[src/rtl/mem_access_pkg.sv]
// mem_access_pkg: shared size encodings, FSM state type and word geometry for the load/store unit
package mem_access_pkg;
   localparam int WORD_BYTES = 4;
   localparam logic [1:0] SIZE_B = 2'd0;
   localparam logic [1:0] SIZE_H = 2'd1;
   localparam logic [1:0] SIZE_W = 2'd2;
   typedef enum logic [1:0] {IDLE, READ, WRITE, RESP} state_t;
endpackage

[src/rtl/mem_lane_unit.sv]
// mem_lane_unit: little-endian lane extraction for loads and lane merge for sub-word stores
module mem_lane_unit
   import mem_access_pkg::*;
(
   input  logic [31:0] word,
   input  logic [31:0] wbuf,
   input  logic [31:0] wdata,
   input  logic [1:0]  off,
   input  logic [1:0]  size,
   input  logic        sgn,
   output logic [31:0] rdata,
   output logic [31:0] merged
);
   function automatic logic [31:0] load_extract(input logic [31:0] w, input logic [1:0] o,
                                                input logic [1:0] s, input logic sx);
      logic [31:0] lane;
      lane = w >> {o, 3'b000};
      return s == SIZE_B ? {{24{sx & lane[7]}}, lane[7:0]} :
             s == SIZE_H ? {{16{sx & lane[15]}}, lane[15:0]} : w;
   endfunction
   function automatic logic [31:0] store_merge(input logic [31:0] b, input logic [31:0] d,
                                               input logic [1:0] o, input logic [1:0] s);
      logic [31:0] mask;
      mask = s == SIZE_B ? 32'h0000_00FF << {o, 3'b000} :
             s == SIZE_H ? 32'h0000_FFFF << {o, 3'b000} : 32'hFFFF_FFFF;
      return (b & ~mask) | ((d << {o, 3'b000}) & mask);
   endfunction
   always_comb begin
      rdata  = load_extract(word, off, size, sgn);
      merged = store_merge(wbuf, wdata, off, size);
   end
endmodule

[src/rtl/mem_access_unit.sv]
// mem_access_unit: single-outstanding load/store sequencer with read-modify-write for sub-word stores
module mem_access_unit
   import mem_access_pkg::*;
#(
   parameter int MEM_WORDS = 1024
) (
   input  logic        clk,
   input  logic        rst,
   input  logic        req_valid,
   output logic        req_ready,
   input  logic        req_we,
   input  logic [1:0]  req_size,
   input  logic        req_signed,
   input  logic [31:0] req_addr,
   input  logic [31:0] req_wdata,
   output logic        resp_valid,
   output logic [31:0] resp_rdata,
   output logic        resp_err,
   output logic [31:0] mem_addr,
   output logic [31:0] mem_wdata,
   output logic        mem_we,
   input  logic [31:0] mem_rdata
);
   state_t state, state_n;
   logic we_q, sgn_q, acc, err;
   logic [1:0] size_q, off_q;
   logic [31:0] wdata_q, word_buf, lane_word, ld_data, st_data;
   assign req_ready = state == IDLE && rst;
   assign acc = req_valid && req_ready;
   assign err = req_size == 2'd3 || (req_size == SIZE_H && req_addr[0]) ||
                (req_size == SIZE_W && req_addr[1:0] != 2'b00) ||
                req_addr >= 32'(MEM_WORDS * WORD_BYTES);
   // In READ the fresh memory word is used directly so the merged store word is ready for WRITE
   assign lane_word = state == READ ? mem_rdata : word_buf;
   mem_lane_unit u_lane (
      .word(lane_word), .wbuf(lane_word), .wdata(wdata_q), .off(off_q),
      .size(size_q), .sgn(sgn_q), .rdata(ld_data), .merged(st_data)
   );
   always_comb begin
      state_n = state;
      case (state)
         IDLE:    state_n = !acc ? IDLE : err ? RESP :
                            (req_we && req_size == SIZE_W) ? WRITE : READ;
         READ:    state_n = we_q ? WRITE : RESP;
         WRITE:   state_n = RESP;
         default: state_n = IDLE;
      endcase
   end
   always_ff @(posedge clk) begin
      if (!rst) begin
         state      <= IDLE;
         we_q       <= 1'b0;
         sgn_q      <= 1'b0;
         size_q     <= '0;
         off_q      <= '0;
         wdata_q    <= '0;
         word_buf   <= '0;
         resp_valid <= 1'b0;
         resp_err   <= 1'b0;
         resp_rdata <= '0;
         mem_we     <= 1'b0;
         mem_addr   <= '0;
         mem_wdata  <= '0;
      end else begin
         state      <= state_n;
         mem_we     <= state_n == WRITE;
         resp_valid <= state_n == RESP;
         if (acc) begin
            we_q       <= req_we;
            sgn_q      <= req_signed;
            size_q     <= req_size;
            off_q      <= req_addr[1:0];
            wdata_q    <= req_wdata;
            resp_err   <= err;
            resp_rdata <= '0;
            if (!err) mem_addr <= {req_addr[31:2], 2'b00};
            if (!err && req_we && req_size == SIZE_W) mem_wdata <= req_wdata;
         end
         if (state == READ) begin
            word_buf <= mem_rdata;
            if (we_q) mem_wdata <= st_data;
            else resp_rdata <= ld_data;
         end
      end
   end
endmodule

[config.mk]
export PLATFORM = sky130hd
export DESIGN_NAME = mem_access_unit
export DESIGN_NICKNAME = d
export VERILOG_FILES = /design/src/rtl/mem_access_pkg.sv /design/src/rtl/mem_lane_unit.sv /design/src/rtl/mem_access_unit.sv
export SDC_FILE = /design/constraint.sdc
export NUM_CORES = 1
export LEC_CHECK = 0
export CORE_ASPECT_RATIO = 1.25
export CORE_MARGIN = 5
export CORE_UTILIZATION = 44
export CTS_CLUSTER_DIAMETER = 40
export DETAILED_ROUTE_END_ITERATION = 8
export GPL_ROUTABILITY_DRIVEN = 1
export PLACE_DENSITY = 0.77
export SLEW_MARGIN = 40
export SYNTH_ARGS = -nofsm -noshare
export SYNTH_HDL_FRONTEND = slang
export SYNTH_SLANG_ARGS = --single-unit
[constraint.sdc]
create_clock -name clk -period 2.2 [get_ports clk]
set_input_delay 0.66 -clock clk [delete_from_list [all_inputs] [get_ports clk]]
set_output_delay 0.66 -clock clk [all_outputs]
set_load 0.02 [all_outputs]
Word-level counts from Yosys, hierarchy flattened
Index checks and enable logic that the tools add are counted.

Bits in registers: 169. Bits of input ports: 103. Output and inout bits: 100. Logic and storage cells: 65.

Order comparisons: 1. Equality and inequality tests: 8. Shift-type cells: 4. Multiplexer cells: 17. Bitwise operators: 7. Reduce and logical (&&, ||, !) cells: 15.

Operator list (count): $mux 32 (12); $and 32x32->32 (2); $ge 32x13->1 const B (1); $not 32->32 (1); $or 32x32->32 (1); $shl 16x5->32 const A (1); $shl 32x5->32 (1); $shl 8x5->32 const A (1); $shr 32x5->16 (1); $eq 2x2->1 const B (5); $logic_and 1x1->1 (7); $eq 2x1->1 const B (3); $mux 2 (3); $pmux 2 s3 (1); $logic_not 2->1 (2); $logic_or 1x1->1 (3); $and 1x1->1 (2); $reduce_and 2->1 (1); $reduce_bool 2->1 (1); $logic_not 1->1 (1); $mux 1 (1); $not 1->1 (1).

Longest topological paths before layout
Depth in word-level cells: 12. Gate-level depth with buffers: 10.

Cells and area by module
Synthesis repeated with hierarchy kept, for this count alone.

Cells, all modules: 983. Area, all modules: 8481.9 µm².

By module, submodules not included: mem_access_unit (instances 1, cells an instance 722, area each 6805.3 µm², sequential area each 3383.2 µm²); mem_lane_unit (instances 1, cells an instance 261, area each 1676.6 µm², sequential area each 0.0 µm²).

Least setup slack after synthesis
Ideal clock, no wire load.

Path kind: input port to flip-flop. Start: in rst. End: reg mem_addr[10]. Library setup time: 0.132 ns. Arrival: 2.218 ns. Path slack: -0.150 ns. Stages on the path: 8. Buffers on the path: 3. Cell sequence: buf_2 -> and2_1 -> nand2_1 -> or3_1 -> buf_2 -> buf_1 -> nand2_1 -> a21oi_1.

Cells in the longest elaborated chain, start to end: 3.

RTL lines: from (decl) (line mem_access_unit.sv:8) `input logic rst,`; $logic_and 1x1->1 (line mem_access_unit.sv:28) `assign req_ready = state == IDLE && rst;`; named net req_ready (line mem_access_unit.sv:10) `output logic req_ready,`; $logic_and 1x1->1 (line mem_access_unit.sv:29) `assign acc = req_valid && req_ready;`; $reduce_and 2->1 (no line); to (signal assigned) (line mem_access_unit.sv:76) `if (!err) mem_addr <= {req_addr[31:2], 2'b00};`; to (decl) (line mem_access_unit.sv:19) `output logic [31:0] mem_addr,`.

The timed path passes the listed nets, and every way through them passes these cells. A chain may end at the register's enable or synchronous reset.

Final worst setup path
Start: in mem_rdata[23]. End: reg resp_rdata[18].

Cells in the longest elaborated chain, start to end: 7. Elaborated cells on any way between the ends: 8. Those cells by class: 1 x shift; 5 x mux; 2 x bitwise.

RTL lines: from (decl) (line mem_access_unit.sv:22) `input logic [31:0] mem_rdata`; $mux 32 *; $shr 32x5->16 * (line mem_lane_unit.sv:17) `lane = w >> {o, 3'b000};`; $and 1x1->1 (line mem_lane_unit.sv:19) `s == SIZE_H ? {{16{sx & lane[15]}}, lane[15:0]} : w;`; $mux 32 (line mem_lane_unit.sv:19); $mux 32 * (line mem_lane_unit.sv:18) `return s == SIZE_B ? {{24{sx & lane[7]}}, lane[7:0]} :`; $mux 32 * (line mem_access_unit.sv:81) `if (we_q) mem_wdata <= st_data;`; $mux 32 * (line mem_access_unit.sv:79) `if (state == READ) begin`; to (signal assigned) (line mem_access_unit.sv:82) `else resp_rdata <= ld_data;`; to (decl) (line mem_access_unit.sv:17) `output logic [31:0] resp_rdata,`.

Every way passes the cells marked *; elsewhere a longest branch is shown, timed or not.

==> key figures <==
Run status
  • Status: finished with violations
  • Violated checks: negative setup slack

STA
  • Worst Tran Pin Value: 564 ps
  • Final Hold Vio Count: 0
  • Final setup fails: 8
  • Fmax: 452 MHz
  • Min cycle time layout: 2210 ps
  • WHS: between 400 and 500 ps
  • Setup TNS: -47.5 ps
  • Setup WS post-layout: -14.4 ps
  • RSZ-0062 raised after global routing: true
  • Worst slew margin: 0.624
  • Clk_skew: between 10 and 15 ps
  • Fin. max-slew vios: 0
  • Fin crit share: 1.01

Global routing
  • First-pass GRT wire length: 40500 um
  • Pin count of the biggest net entering global routing: 42
  • Vias in the first global route: 7491
  • Initial antenna violation count: 0
  • GRT Total Usage: 0.256
  • Total grt overflow: 0

Placed design
  • Gpl congestion: 0.933
  • I/O Buffers: 200
  • Hpwl dp: 19300 um
  • Dpl cell area: 10400 um2
  • Pre-CTS setup slack: -592 ps

Detailed routing
  • Vias post-DR: about 7600
  • Post-route ant nets: 0
  • Routed vias/inst: 5.86
  • 1st-iter DRT viols: 686
  • 1st-pass router iterations: 7
  • Routed wire length: between 20000 and 30000 um
  • # DRC: 0
  • Drt wl/cell: 20.4 um

Worst setup path
  • Crit Path Max Fanout: 16
  • Slowest-stage cell, CP: mux4_2
  • Critical path type: input pin to flip-flop
  • CP Cell Sequence: clkdlybuf4s50_1, mux2_4, mux4_2, a31oi_4, o31a_4, a211oi_1
  • Worst reg-to-reg setup slack: -10 ps
  • Worst R2R Start: state[1]$_SDFF_PN0_
  • Crit path from: mem_rdata[23]
  • Largest stage delay, worst path: 520 ps
  • CP Launch Type: input pin
  • Worst setup EP type: flip-flop
  • CP required: 2500 ps
  • Crit path DAT: 2520 ps
  • Reg2reg end: resp_rdata[18]$_SDFF_PN0_
  • CP Capture Point: resp_rdata[18]$_SDFF_PN0_
  • Worst r2r path cells: 7

Synth
  • Number of synthesized flops with an enable pin: 0
  • Synthesized cell area: 7590 um2
  • Share of the synthesized area in the top cell type: 0.427
  • Post-synth top area cell: dfxtp_1
  • Synth cell types: 51
  • Sequential cell area fraction in the yosys report: 0.427
  • Synth top area cells: dfxtp_1 (43%), a21oi_1 (6.2%), nand2_1 (5.8%)
  • Synthesized flop and latch total: 162
  • Cells after synthesis: ~830
  • Predominant post-synthesis flop cell: dfxtp_1
  • Asr flop ratio synth: 0
  • Syn_area_per_cell: 9.14 um2
  • Synth warn: 0

Clock network
  • Clock latency at the later pin of the worst-skew pair: about 430 ps
  • H-tree depth: 4
  • Number of buffers created by CTS: 17
  • Clock sinks: 162
  • Clock Tree Root: clkbuf_16
  • Max Buffers Root-to-Sink: 2
  • CTS tree: built
  • CTS clk-pin slew, worst paths: 60 ps

Final layout
  • Fin area: 11100 um2
  • Final nets: 1180
  • Inserted Diodes: 0
  • Commonest non-fill, non-tap cell in the layout: clkdlybuf4s50_1
  • Most frequent cells in the layout: clkdlybuf4s50_1 (188), dfxtp_1 (159), nand2_1 (117)
  • Share of cells above drive strength 1: 0.215
  • Area Growth Syn to Fin: 46.9%

Pwr
  • Worst VDD drop: roughly 0.52 mV
  • Leak: 4.22 nW
  • Power Dens Cells: around 1000 nW/um2
  • Tot Pwr: between 10 and 15 mW

Floorplanning
  • Die X: 127 um
  • Die height: between 150 and 200 um
  • CORE AREA: 16900 um2
  • Top Ports: 203
  • Placement row count: 53
  • Starting Density: 0.449
  • Full die area: 20000 um2

Min path
  • Worst Hold Class: flip-flop to flip-flop

Run
  • Max-cap violations: 0
-- where the power goes --
part           internal (mW)  switching [mW]
logic                   2.07            2.49
registers               3.38           0.301
clock network           1.70            1.16
-- worst max-delay path, delay by kind of cell --
kind,cells,cell delay (ps)
AOI/OAI and AO/OA,3,600
buffers and inverters,1,440
muxes,2,800
-- metal layers --
layer,track usage,share of wire,vias up
met3,0.0642,0.071,81
met2,0.425,0.49,357
met4,0.130,0.050,0
met1,0.307,0.39,3643
li1,-,-,3530
met5,0,0,-
-- timing repair --
action                     4_1_cts  5_1_grt
setup endpoints to repair       33       75
resized for setup               12       33
setup buffers                    0        2
gates cloned                     0        1
pin swaps                        7       14
hold buffers                     0        0
-- cell usage after synthesis (all sizes together) (2+ instances only) --
cell type / count
clkbuf: 49
buf: 22
nand3: 6
o31ai: 3
o221a: 16
inv: 12
a31oi: 2
nand2: 118
and3: 21
a22oi: 7
a221oi: 15
nor2b: 4
o21a: 6
mux2i: 31
nor2: 32
a21oi: 94
and2: 14
dfxtp: 162
mux4: 10
mux2: 37
o21ai: 22
nor3: 43
o221ai: 6
a221o: 9
nand3b: 2
a222oi: 6
o22ai: 6
o211ai: 10
ha: 8
nand2b: 9
nor4: 9
a211oi: 33
-- cell type report --
class | instances | area [um2]
clock buffer | 19 | 453
clock inverter | 9 | 111
fill | 1373 | 5760
inverter | 12 | 45.0
multi-input combinational | 587 | 4160
sequential | 162 | 3250
tap | 220 | 275
timing repair buffer | 289 | 2850
-- worst min path at each step --
stage	depth (start not counted)	endpoint	slack (ps)	start
after global placement	2	mem_addr[8]$_SDFFE_PN0P_	440	mem_addr[8]$_SDFFE_PN0P_
after CTS	2	mem_addr[10]$_SDFFE_PN0P_	450	mem_addr[10]$_SDFFE_PN0P_
final	2	mem_addr[8]$_SDFFE_PN0P_	450	mem_addr[8]$_SDFFE_PN0P_
after detailed placement	2	mem_addr[4]$_SDFFE_PN0P_	440	mem_addr[4]$_SDFFE_PN0P_
after floorplan	2	wdata_q[24]$_SDFFE_PN0P_	430	wdata_q[24]$_SDFFE_PN0P_
after global routing	2	resp_rdata[2]$_SDFF_PN0_	480	resp_rdata[2]$_SDFF_PN0_
-- logic make-up after synthesis --
group                      after synthesis  synth area share
AOI/OAI and AO/OA                      239             0.224
adders and majority gates                8            0.0132
buffers and inverters                   83            0.0471
DFF                                    162             0.427
muxes                                   78             0.127
other                                    1          0.000494
and+or+nand+nor                        260             0.160
-- metrics by stage --
step | cells | utilization
floorplan | 832 | -
global placement | 1267 | 0.614
detailed placement | 1267 | 0.614
CTS | 1295 | 0.649
global route | 1298 | 0.659
finish | 1298 | 0.659
-- sequential cells by signal, summed over array words and instances, names as in the netlist --
register,flops
mem_wdata,32
state,2
off_q,2
resp_rdata,32
resp_err,1
mem_we,1
wdata_q,32
mem_addr,30
sgn_q,1
word_buf,25
resp_valid,1
we_q,1
size_q,2
(Power assumes the default switching activity.)
